File: config.mk
export PLATFORM = sky130hd
export DESIGN_NAME = ofs_fim_pcie_ss_rx_cpld_req_arb
export DESIGN_NICKNAME = d
export VERILOG_FILES = /design/src/rtl/ofs_fim_pcie_ss_rx_cpld_req_arb.sv
export SDC_FILE = /design/constraint.sdc
export NUM_CORES = 1
export LEC_CHECK = 0
export BUFFER_PORTS_ARGS = -buffer_cell sky130_fd_sc_hd__buf_2
export CORE_AREA = 3 3 711 713
export CTS_BUF_LIST = sky130_fd_sc_hd__clkbuf_4 sky130_fd_sc_hd__clkbuf_8
export DETAILED_ROUTE_END_ITERATION = 7
export DIE_AREA = 0 0 714 716
export GPL_ROUTABILITY_DRIVEN = 0
export PLACE_DENSITY = 0.3
export SYNTH_ARGS = -nofsm -noshare
export SYNTH_HDL_FRONTEND = slang
export SYNTH_SLANG_ARGS = --single-unit
export TNS_END_PERCENT = 10
File: constraint.sdc
create_clock -name clk -period 52.2 [get_ports clk]
set_input_delay 2.61 -clock clk [delete_from_list [all_inputs] [get_ports clk]]
set_output_delay 2.61 -clock clk [all_outputs]
set_load 0.05 [all_outputs]
File: src/rtl/ofs_fim_pcie_ss_rx_cpld_req_arb.sv
// Packet-level weighted round-robin merge of the RX CplD and RX request AXI-S streams
// onto one registered AXI-S output; the owner is held for a whole packet.
module ofs_fim_pcie_ss_rx_cpld_req_arb #(
  parameter int unsigned DATA_WIDTH  = 512,
  parameter int unsigned USER_W      = 10,
  parameter int unsigned CPLD_WEIGHT = 4,
  parameter int unsigned REQ_WEIGHT  = 1
) (
  input  logic                      clk,
  input  logic                      rst_n,

  input  logic                      cpld_tvalid,
  output logic                      cpld_tready,
  input  logic [DATA_WIDTH-1:0]     cpld_tdata,
  input  logic [DATA_WIDTH/8-1:0]   cpld_tkeep,
  input  logic                      cpld_tlast,
  input  logic [USER_W-1:0]         cpld_tuser,

  input  logic                      req_tvalid,
  output logic                      req_tready,
  input  logic [DATA_WIDTH-1:0]     req_tdata,
  input  logic [DATA_WIDTH/8-1:0]   req_tkeep,
  input  logic                      req_tlast,
  input  logic [USER_W-1:0]         req_tuser,

  output logic                      out_tvalid,
  input  logic                      out_tready,
  output logic [DATA_WIDTH-1:0]     out_tdata,
  output logic [DATA_WIDTH/8-1:0]   out_tkeep,
  output logic                      out_tlast,
  output logic [USER_W-1:0]         out_tuser,
  output logic                      out_src,

  output logic [31:0]               cpld_pkt_cnt,
  output logic [31:0]               req_pkt_cnt
);

  localparam int unsigned RND_W = 8;

  typedef enum logic {ST_UNLOCKED, ST_LOCKED} lock_state_e;

  lock_state_e        state, state_nxt;
  logic               owner, owner_nxt;
  logic               prio, prio_nxt;
  logic [RND_W-1:0]   round_cnt, round_nxt;

  logic               adv_c;
  logic               grant_c;
  logic               sel_c;
  logic               sel_valid_c;
  logic               sel_last_c;
  logic               xfer_c;
  logic [RND_W-1:0]   wt_m1_c;

  // Grant selection: locked owner first, else priority side, else the other side
  always_comb begin
    adv_c   = !out_tvalid || out_tready;
    sel_c   = prio;
    grant_c = 1'b0;
    if (state == ST_LOCKED) begin
      sel_c   = owner;
      grant_c = 1'b1;
    end else if (prio ? req_tvalid : cpld_tvalid) begin
      sel_c   = prio;
      grant_c = 1'b1;
    end else if (prio ? cpld_tvalid : req_tvalid) begin
      sel_c   = !prio;
      grant_c = 1'b1;
    end
    sel_valid_c = sel_c ? req_tvalid : cpld_tvalid;
    sel_last_c  = sel_c ? req_tlast  : cpld_tlast;
    xfer_c      = grant_c && sel_valid_c && adv_c;
    wt_m1_c     = prio ? RND_W'(REQ_WEIGHT - 1) : RND_W'(CPLD_WEIGHT - 1);
  end

  assign cpld_tready = rst_n && grant_c && !sel_c && adv_c;
  assign req_tready  = rst_n && grant_c &&  sel_c && adv_c;

  // Lock FSM and WRR bookkeeping
  always_comb begin
    state_nxt = state;
    owner_nxt = owner;
    prio_nxt  = prio;
    round_nxt = round_cnt;
    case (state)
      ST_UNLOCKED: if (xfer_c && !sel_last_c) begin
        state_nxt = ST_LOCKED;
        owner_nxt = sel_c;
      end
      ST_LOCKED: if (xfer_c && sel_last_c) state_nxt = ST_UNLOCKED;
      default: state_nxt = ST_UNLOCKED;
    endcase
    // Only completions from the priority side consume its weight
    if (xfer_c && sel_last_c && (sel_c == prio)) begin
      if (round_cnt == wt_m1_c) begin
        prio_nxt  = !prio;
        round_nxt = '0;
      end else begin
        round_nxt = round_cnt + RND_W'(1);
      end
    end
  end

  always_ff @(posedge clk) begin
    if (!rst_n) begin
      state     <= ST_UNLOCKED;
      owner     <= 1'b0;
      prio      <= 1'b0;
      round_cnt <= '0;
    end else begin
      state     <= state_nxt;
      owner     <= owner_nxt;
      prio      <= prio_nxt;
      round_cnt <= round_nxt;
    end
  end

  always_ff @(posedge clk) begin
    if (!rst_n) begin
      out_tvalid <= 1'b0;
    end else if (xfer_c) begin
      out_tvalid <= 1'b1;
    end else if (out_tready) begin
      out_tvalid <= 1'b0;
    end
  end

  // Payload needs no reset: it is only meaningful while out_tvalid is set
  always_ff @(posedge clk) begin
    if (xfer_c) begin
      out_tdata <= sel_c ? req_tdata : cpld_tdata;
      out_tkeep <= sel_c ? req_tkeep : cpld_tkeep;
      out_tlast <= sel_last_c;
      out_tuser <= sel_c ? req_tuser : cpld_tuser;
      out_src   <= sel_c;
    end
  end

  always_ff @(posedge clk) begin
    if (!rst_n) begin
      cpld_pkt_cnt <= '0;
      req_pkt_cnt  <= '0;
    end else if (xfer_c && sel_last_c) begin
      if (!sel_c && (cpld_pkt_cnt != 32'hFFFF_FFFF)) cpld_pkt_cnt <= cpld_pkt_cnt + 32'd1;
      if ( sel_c && (req_pkt_cnt  != 32'hFFFF_FFFF)) req_pkt_cnt  <= req_pkt_cnt  + 32'd1;
    end
  end

endmodule

-- Word-level counts from Yosys, hierarchy flattened
Cells that the tools add are included.
- muxes and demuxes: 20
- bitwise operators: 1
- add/subtract/negate cells: 3
- eq/ne operators: 4
- reduce and logical (&&, ||, !) cells: 22
- operators with widths (operator ; count):
    $mux 512 ; 1
    $add 32x1->32 const B ; 2
    $mux 64 ; 1
    $ne 32x32->1 const B ; 2
    $mux 1 ; 14
    $logic_and 1x1->1 ; 12
    $mux 10 ; 1
    $add 8x1->8 const B ; 1
    $eq 8x2->1 ; 1
    $mux 8 ; 1
    $reduce_and 2->1 ; 4
    $logic_not 1->1 ; 4
    $mux 2 ; 1
    $pmux 1 s2 ; 1
    $reduce_bool 2->1 ; 1
    $eq 1x1->1 ; 1
    $logic_or 1x1->1 ; 1
    $not 1->1 ; 1
- output and inout port bits: 655
- register bits: 664
- input port bits: 1179
- word-level logic and storage cells: 62

-- Longest topological paths before layout
- word-level depth: 10
- depth in mapped cells: 10
- depth with buffers taken out: 7

-- Least setup slack after synthesis
Ideal clock, no wire load.
- kind: in2reg
- start: input req_tvalid
- end: register owner
- stages: 6
- path slack: 33.858 ns
- data arrival time: 18.213 ns
- library setup time: 0.129 ns
- buffers on the path: 0
- data required time: 52.071 ns
- path through: mux2i_1 > a21oi_1 > and2_1 > o2111ai_1 > mux2i_1 > nor2_1
- word-level cells in the longest chain between the ends: 9
- elaborated cells between the ends (all ways): 15
- classes of those cells: mux: 10; reduce/logical: 5
- RTL lines (element ; line ; text):
    start, declared ; 19 ; input logic req_tvalid,
    $mux 1 (2 in series) ; 66 ; end else if (prio ? cpld_tvalid : req_tvalid) begin
    $mux 1 ; 63 ; end else if (prio ? req_tvalid : cpld_tvalid) begin
    $mux 1 ; 60 ; if (state == ST_LOCKED) begin
    $mux 1 ; 70 ; sel_valid_c = sel_c ? req_tvalid : cpld_tvalid;
    $logic_and 1x1->1 (*) (2 in series) ; 72 ; xfer_c = grant_c && sel_valid_c && adv_c;
    via xfer_c ; 52 ; logic xfer_c;
    $logic_and 1x1->1 (*) ; 86 ; ST_UNLOCKED: if (xfer_c && !sel_last_c) begin
    $reduce_and 2->1 (no source line) (*) ; n/a ;
    end signal, assigned ; 112 ; owner <= owner_nxt;
    end, declared ; 43 ; logic owner, owner_nxt;
The timed path passes the listed nets; every way through them passes the cells marked *.
A chain may end at the register's enable or synchronous reset.

-- Worst setup path after layout
- start: input req_tvalid
- end: output cpld_tready
- word-level cells in the longest chain between the ends: 7
- elaborated cells between the ends (all ways): 12
- classes of those cells: mux: 8; reduce/logical: 4
- RTL lines (element ; line ; text):
    $mux 1 (2 in series) ; 66 ;
    $mux 1 ; 63 ;
    $mux 1 ; 60 ;
    $logic_and 1x1->1 or $logic_not 1->1 (tied branches) ; 76 ; assign cpld_tready = rst_n && grant_c && !sel_c && adv_c;
    $logic_and 1x1->1 (*) (2 in series) ; 76 ;
    end, declared ; 13 ; output logic cpld_tready,
Mark *: on every way between the ends. The rest lies on a longest branch, timed or not.

==> results.txt <==
status: complete, no violations
Fmax: 0.135 GHz
Crit path arrival time: 4.79 ns
Max IR drop VDD: 16.7 uV
critical path class: input port to primary output
crit-path cells: buf_2 > nand2b_1 > a21o_1 > a21boi_4 > buf_4 > inv_8 > nor2_1 > buf_2
Yosys cell types: 44
post-layout util: 0.0987
# DRC: 0
WL met2: 142000 um
post-synthesis sequential area ratio: 0.671
I/O Pins: 1834
CTS clk-pin slew, worst paths: 0.05 ns
Tmin final: 7.40 ns
Critical Path RT: 49.59 ns
Layout area overhead: 72.9%
endpoints failing hold: 0
Mapped Cells: 2959
grt total ovfl: 0
Final Cycle Share: 0.142
H-tree levels: 4
Routed WL per cell: 28.4 um
most frequent cells in the layout: buf_2 (1833), nand2_1 (1794), edfxtp_1 (588)
met1 WL: 118000 um
PwrDens: 37.0 mW/mm^2
Die Area: 0.511 mm^2
TritonCTS buffer count: 149
setup repair bufs after CTS: 0
core area: 0.500 mm^2
CP max-delay cell: buf_4
clk_lat worst skew: 0.96 ns
vias in the first global route: 30500
asr flop ratio synth: 0
Area contributors post-synth: edfxtp_1 (62%), nand2_1 (24%), dfxtp_1 (5.3%), clkbuf_1 (1.8%), a21oi_1 (0.75%)
worst-path fanout max: 53
final total negative setup slack: 0 ns
Hold Path Class: flip-flop to flip-flop
Chip Height: 716 um
leading area contributor after synthesis: edfxtp_1
CTS tree: built
Final Setup Violations: 0
syn_nets: 4141
most common cell after layout, fill and taps aside: buf_2
Final Max Slew Viols: 0
fill count: 58800
Critical Path Source Type: input port
post-DR vias/cell: 2.70
Ys Warns: 0
hold slack: 0.493 ns
CTS Buffer Depth: 4
Nets: 6006
layout cells sized above 1: 0.429
GRT Resource Usage Total: 0.125
Leak: 21.1 nW
slew margin rel.: 0.248
vias after detailed routing: 32000
worst slew pin tran: 1.13 ns
TritonCTS sink count: 664
initial core utilization: 0.0571
IO buf count: 1833
initial antenna violation count: 398
Synth top area share: 0.618
Post-synth EDFFs: 588
Post-Syn Area: 0.0286 mm^2
FF+latch count, synth: 664
metal3 WL: 59000 um
Max Cap Viol: 0
pin count of the biggest net entering global routing: 150
hold bufs inserted after CTS: 0
dpl ws: 44.31 ns
unrepaired setup endpoints after global routing: no
root buffer cell: clkbuf_8
Max Used Layer: met5
DR iter-0 viols: 2787
post-route antenna net violation count: 0
Critical Path End Type: primary output
final setup margin: 44.80 ns
Post-CTS Resized: 0
Primary FF master, synth: edfxtp_1
Mapped Avg Cell Area: 9.66 um^2
most frequent cell on the critical path: buf_2
HPWL after DPL: 295000 um
crit-path max cell delay: 0.51 ns
Site Rows: 260
clk_skew: 0.0936 ns
drt first pass iters: 5
first-pass GRT wire length: 399000 um
die width: 714 um
WL final: 337000 um
## path summary, 6_finish.rpt
check	start	end	slack, ns	depth (start not counted)
hold / removal	req_pkt_cnt[27]	req_pkt_cnt[27]	0.49	2
setup / recovery	req_tvalid	cpld_tready	44.80	8
hold reg to reg	req_pkt_cnt[27]	req_pkt_cnt[27]	0.49	2
setup reg to reg	owner	out_tdata[361]	46.51	8
## cell usage after synthesis, drive strengths merged (13+ instances only)
cell type,count
a21oi,43
buf,13
nor3,16
clkbuf,135
dfxtp,76
inv,16
or3,33
nand4,27
xnor2,18
nand3,26
nand2,1794
nor2,51
edfxtp,588
o21ai,35
## area by class of cell
type	instances	area [um^2]	share of cell area
Antenna cell	251	628	0.0127
Clock buffer	207	2530	0.0512
Clock inverter	47	407	0.00823
Inverter	16	67.6	0.00137
Multi-Input combinational cell	2131	8780	0.178
Sequential cell	664	19200	0.388
Tap cell	6681	8360	0.169
Timing Repair Buffer	1862	9450	0.191
## state kept, by name (all words and copies together), names as in the netlist, named ones only
register and count:
req_pkt_cnt 32, out_tvalid 1, out_src 1, out_tuser 10
out_tkeep 64, cpld_pkt_cnt 32, prio 1, owner 1
out_tdata 512, round_cnt 8, out_tlast 1
## critical path, delay by kind of cell
kind	cells	cell delay (ns)
buf+inv	4	1.38
simple gates	2	0.41
compound gates	2	0.36
## power by group
part | internal [W] | total [W] | switching, W
clock | 0.000339 | 0.000637 | 0.000299
combinational | 0.0000935 | 0.000502 | 0.000408
sequential | 0.000660 | 0.000689 | 0.0000296
total | 0.00109 | 0.00183 | 0.000736
## cells by family (layout without fill, tap and decap cells)
logic type / after synthesis / count (layout) / synth area share
AOI/OAI and AO/OA: 104 / 104 / 0.0214
and+or+nand+nor: 1992 / 1992 / 0.274
buffers and inverters: 164 / 2132 / 0.0221
DFF: 664 / 664 / 0.671
adders and majority gates: 3 / 3 / 0.00131
muxes: 7 / 7 / 0.00263
xor gates and xnor gates: 25 / 25 / 0.00766
other: 0 / 251 / 0
## per-layer routing
layer  track usage  up-vias
li1              -    13800
met1         0.134    15100
met2         0.186     1999
met3        0.0942      868
met4        0.0505      230
met5             0        -
## per-stage QoR
step           std cells  area, um^2  power, W
5_1_grt            11700       49000   0.00191
3_3_place_gp       11400       45800   0.00121
2_1_floorplan       2959       28600   0.00100
3_5_place_dp       11400       45800   0.00121
6_report           11900       49400   0.00183
4_1_cts            11600       48800   0.00187
(Power assumes the default switching activity.)
